--- src/rtl/fetch_ctrl.sv ---
// rtl/fetch_ctrl.sv - IF-stage fetch controller: stall hold, branch redirect, squash
// Redirect outputs are combinational so IF sees a branch in the cycle it resolves.
module fetch_ctrl #(
  parameter int CNT_W = 16
) (
  input  logic             CLK,
  input  logic             RESET,
  input  logic             FREEZE,
  input  logic             Q_IFID_full,
  input  logic             imem_ready,
  input  logic             branch_valid,
  input  logic [31:0]      branch_target,
  output logic             no_new_fetch,
  output logic             taken_branch1,
  output logic [31:0]      nextInstruction_address,
  output logic             fetchNull2,
  output logic [1:0]       fetch_state,
  output logic [CNT_W-1:0] stall_cnt
);

  typedef enum logic [1:0] {
    BOOT   = 2'd0,
    RUN    = 2'd1,
    HOLD   = 2'd2,
    SQUASH = 2'd3
  } state_t;

  state_t           state_q, state_d;
  logic             pend_valid_q, pend_valid_d;
  logic [31:0]      pend_target_q, pend_target_d;
  logic [CNT_W-1:0] stall_cnt_q, stall_cnt_d;
  logic             blocked;

  always_comb begin
    blocked                 = FREEZE | Q_IFID_full | ~imem_ready;
    no_new_fetch            = 1'b1;
    taken_branch1           = 1'b0;
    nextInstruction_address = 32'h0;
    fetchNull2              = 1'b0;
    state_d                 = state_q;
    pend_valid_d            = pend_valid_q;
    pend_target_d           = pend_target_q;

    case (state_q)
      BOOT: begin
        state_d = RUN;
      end
      RUN: begin
        no_new_fetch = blocked;
        if (branch_valid) begin
          taken_branch1           = 1'b1;
          nextInstruction_address = branch_target;
          if (blocked) begin
            pend_target_d = branch_target;
            pend_valid_d  = 1'b1;
            state_d       = HOLD;
          end else begin
            state_d = SQUASH;
          end
        end else begin
          state_d = blocked ? HOLD : RUN;
        end
      end
      HOLD: begin
        no_new_fetch = blocked;
        if (blocked) begin
          // Latest branch seen while stalled replaces any older pending one.
          if (branch_valid) begin
            pend_target_d = branch_target;
            pend_valid_d  = 1'b1;
          end
        end else if (branch_valid) begin
          taken_branch1           = 1'b1;
          nextInstruction_address = branch_target;
          pend_valid_d            = 1'b0;
          state_d                 = SQUASH;
        end else if (pend_valid_q) begin
          taken_branch1           = 1'b1;
          nextInstruction_address = pend_target_q;
          pend_valid_d            = 1'b0;
          state_d                 = SQUASH;
        end else begin
          state_d = RUN;
        end
      end
      SQUASH: begin
        fetchNull2   = 1'b1;
        no_new_fetch = blocked;
        if (branch_valid) begin
          if (blocked) begin
            pend_target_d = branch_target;
            pend_valid_d  = 1'b1;
            state_d       = HOLD;
          end else begin
            taken_branch1           = 1'b1;
            nextInstruction_address = branch_target;
            state_d                 = SQUASH;
          end
        end else begin
          state_d = blocked ? SQUASH : RUN;
        end
      end
      default: begin
        state_d = BOOT;
      end
    endcase

    stall_cnt_d = stall_cnt_q;
    if (no_new_fetch && (state_q != BOOT) && !(&stall_cnt_q)) begin
      stall_cnt_d = stall_cnt_q + 1'b1;
    end
  end

  always_ff @(posedge CLK or negedge RESET) begin
    if (!RESET) begin
      state_q       <= BOOT;
      pend_valid_q  <= 1'b0;
      pend_target_q <= 32'h0;
      stall_cnt_q   <= '0;
    end else begin
      state_q       <= state_d;
      pend_valid_q  <= pend_valid_d;
      pend_target_q <= pend_target_d;
      stall_cnt_q   <= stall_cnt_d;
    end
  end

  assign fetch_state = state_q;
  assign stall_cnt   = stall_cnt_q;

endmodule

--- config.mk ---
export PLATFORM = sky130hd
export DESIGN_NAME = fetch_ctrl
export DESIGN_NICKNAME = d
export VERILOG_FILES = /design/src/rtl/fetch_ctrl.sv
export SDC_FILE = /design/constraint.sdc
export NUM_CORES = 1
export LEC_CHECK = 0
export BUFFER_PORTS_ARGS = -buffer_cell sky130_fd_sc_hd__buf_2
export CORE_ASPECT_RATIO = 0.5
export CORE_MARGIN = 4
export CORE_UTILIZATION = 30
export CTS_BUF_LIST = sky130_fd_sc_hd__clkbuf_8
export DETAILED_ROUTE_END_ITERATION = 8
export PLACE_DENSITY = 0.51
export SLEW_MARGIN = 40
export SYNTH_ARGS = -nofsm -noshare
export SYNTH_HDL_FRONTEND = slang
export SYNTH_SLANG_ARGS = --single-unit
--- constraint.sdc ---
create_clock -name CLK -period 4.2 [get_ports CLK]
set_input_delay 0.21 -clock CLK [delete_from_list [all_inputs] [get_ports CLK]]
set_output_delay 0.21 -clock CLK [all_outputs]
set_load 0.01 [all_outputs]
==> reports/metrics.csv <==
stage;metric;value;unit
floorplanning;top-level I/O count;91;
yosys;post-synthesis xor/xnor area fraction;4.50;%
timing;Highest Clock Rate;0.458;GHz
timing;Least-Margin Pin Slew;646;ps
final_layout;Antenna diodes;0;
place;RePlAce Congestion;0.765;
yosys;flops & latches, synth;51;
timing;Period minus WS final;2180;ps
power;Static Leak;1.59;nW
cts;clk buf depth;2;
global_route;initial antenna violation count;0;
final_layout;Nets;338;
route;DR WL/cell;14.2;µm
yosys;simple-gate share of the synthesized area;12.4;%
floorplanning;die width;138;µm
run;max-cap violations;0;
cts;number of clock sinks;51;
cts;clock slew at reported path FFs;90;ps
timing;sum of negative setup slack;0;ps
timing;smallest hold slack;19.1;ps
run_status;outcome;completed;
worst_setup_path;startpoint types;flop;
worst_hold_path;Hold Path Class;in -> async;
cts;post-CTS setup buffer count;0;
global_route;GRT Util Overall;11.8;%
route;Final ANT Viol Nets;0;
yosys;post-synthesis sequential area ratio;50.5;%
final_layout;layout cells sized above 1;48.5;%
cts;hold buffer count at cts;0;
route;drt pass-1 iters;4;
yosys;area share of the largest cell type after synthesis;50.5;%
cts;clock root buffer;clkbuf_8;
yosys;adder-cell area share of the yosys netlist;0.495;%
yosys;syn_area_per_cell;12.1;µm²
yosys;Post-synth top flop;dfrtp_1;
timing;Max Slew Vio Count;0;
route;Vias/cell;4.79;
timing;count of final setup violators;0;
yosys;Synth area leader;dfrtp_1;
route;final WL;5840;µm
cts;CTS tree;done;
yosys;Distinct cells, synth;33;
yosys;async set-reset flop share out of synthesis;100;%
cts;cts repair resizes;0;
worst_setup_path;arrival time of the worst setup path;1970;ps
yosys;Post-synth EDFFs;0;
place;Setup Slack @ Placement;2230;ps
floorplanning;core footprint;0.00809;mm²
yosys;Mapped Area;0.00253;mm²
place;Port Buffers;90;
worst_setup_path;kind of critical path;reg -> out;
final_layout;area grow syn2layout;25.9;%
cts;TritonCTS Buffers;5;
global_route;largest net degree at the start of global routing;52;
yosys;post-synthesis mux area share;15.7;%
worst_setup_path;Worst Path Max Fanout;33;
yosys;largest cells by area after synthesis;dfrtp_1, mux2_2, a22o_1;
global_route;vias in the first global route;2067;
timing;Final Hold Vio Count;0;
cts;H-tree Lvls;2;
route;total number of vias;1969;
place;DP HPWL;4320;µm
worst_setup_path;Crit path required time;3990;ps
floorplanning;full die area;0.0100;mm²
floorplanning;starting density of the core;31.3;%
timing;smallest setup slack after layout;2020;ps
route;initial drt markers;62;
timing;slew margin rel.;56.9;%
timing;Final Cycle Share;52.0;%
power;Max VDD drop;0.000234;V
timing;Fin Clk Skew;3.51;ps
yosys;net count after synthesis;248;
yosys;compound-cell area share of the yosys netlist;13.8;%
global_route;first-pass GRT wire length;9530;µm
cts;Clock Latency Late Sink;290;ps
global_route;GR Overflow Total;0;
yosys;main combinational cell family by area after synthesis;multiplexers;
yosys;Syn Inst Count;209;
power;Power Density;419;mW/mm²
floorplanning;std cell rows;23;
route;# DRC;0;
worst_setup_path;CP endpoint kind;output port;
floorplanning;die height;72.9;µm
timing;RSZ-0062 raised after global routing;no;
yosys;synth warn;0;
==> where the power goes <==
part           total, mW  internal, mW  switching [mW]  leakage, nW
Combinational      0.351         0.184           0.167        0.933
Sequential         0.695         0.592           0.103        0.610
Clock              0.285         0.130           0.156       0.0470
==> synthesized netlist by cell type (3+ instances only) <==
library cell  number
nor3_1             6
o21ai_0            4
a22o_1            32
nand4_1            3
dfrtp_1           51
buf_2             10
nor2_1            10
nand2_1            9
xor2_1            12
a21oi_1            3
mux2_2            34
nor4_1             4
nand3_1            7
==> flip-flops by register name (all words and copies together), names as in the netlist <==
signal,count
pend_target_q,32
stall_cnt,16
fetch_state,2
pend_valid_q,1
==> worst paths after layout <==
check | start | endpoint | slack [ps] | cells after the start
setup / recovery | fetch_state[1] | nextInstruction_address[3] | 2020 | 4
hold / removal | RESET | pend_target_q[10] | 20 | 2
setup reg to reg | stall_cnt[0] | stall_cnt[1] | 2240 | 5
hold reg to reg | pend_target_q[3] | pend_target_q[3] | 510 | 1
max in group asynchronous | RESET | stall_cnt[2] | 3750 | 2
min in group CLK | branch_target[18] | pend_target_q[18] | 150 | 2
==> layout make-up <==
| type | instances | area, µm² |
|---|---|---|
| Clock buffer | 6 | 82.6 |
| Timing Repair Buffer | 94 | 480 |
| Sequential cell | 51 | 1280 |
| Clock inverter | 1 | 5.00 |
| Fill cell | 817 | 4900 |
| Multi-Input combinational cell | 145 | 1190 |
| Inverter | 2 | 7.51 |
| Tap cell | 112 | 140 |
==> metrics by stage <==
stage                     instance area, µm²  utilization, %  power [mW]  cells
final                                   3180            39.3        1.33    411
after global routing                    3180            39.3        1.43    411
after CTS                               3180            39.3        1.36    411
after detailed placement                3090            38.3        1.06    404
after global placement                  3090            38.2        1.05    404
after floorplan                         2530               -       0.913    209
==> per-layer routing <==
metal  GRT usage [%]  up-vias  routed length (µm)
li1                -      959                   -
met1            13.6      974                2510
met2            22.2       34                2990
met3            3.24        2                 305
met4            2.63        0                  31
met5               0        -                   0
==> cells by family after synthesis <==
| family | Yosys count |
|---|---|
| and+or+nand+nor | 53 |
| DFF | 51 |
| AOI/OAI and AO/OA | 43 |
| muxes | 35 |
| xor gates and xnor gates | 13 |
| buffers and inverters | 13 |
| adders and majority gates | 1 |
==> worst max-delay path, stage by stage (launching register included) <==
cell and delay [ps]:
dfrtp_1 530, and2_1 200, o21a_2 560, a22o_1 250, buf_2 140
==> placed cells by master, fill, tap and decap left out, drive strengths merged, types with 2 or more instances in the layout <==
master and instances:
o21ai 4, nor4 5, a22o 32, a21oi 3, xor2 12, inv 2
nand2 9, nor3 6, nand3 7, dfrtp 51, buf 94, nor3b 2
nor2b 2, clkbuf 6, and4 3, mux2 35, nand4 5, nor2 11
Note: power is estimated with default switching activity, not from simulation.
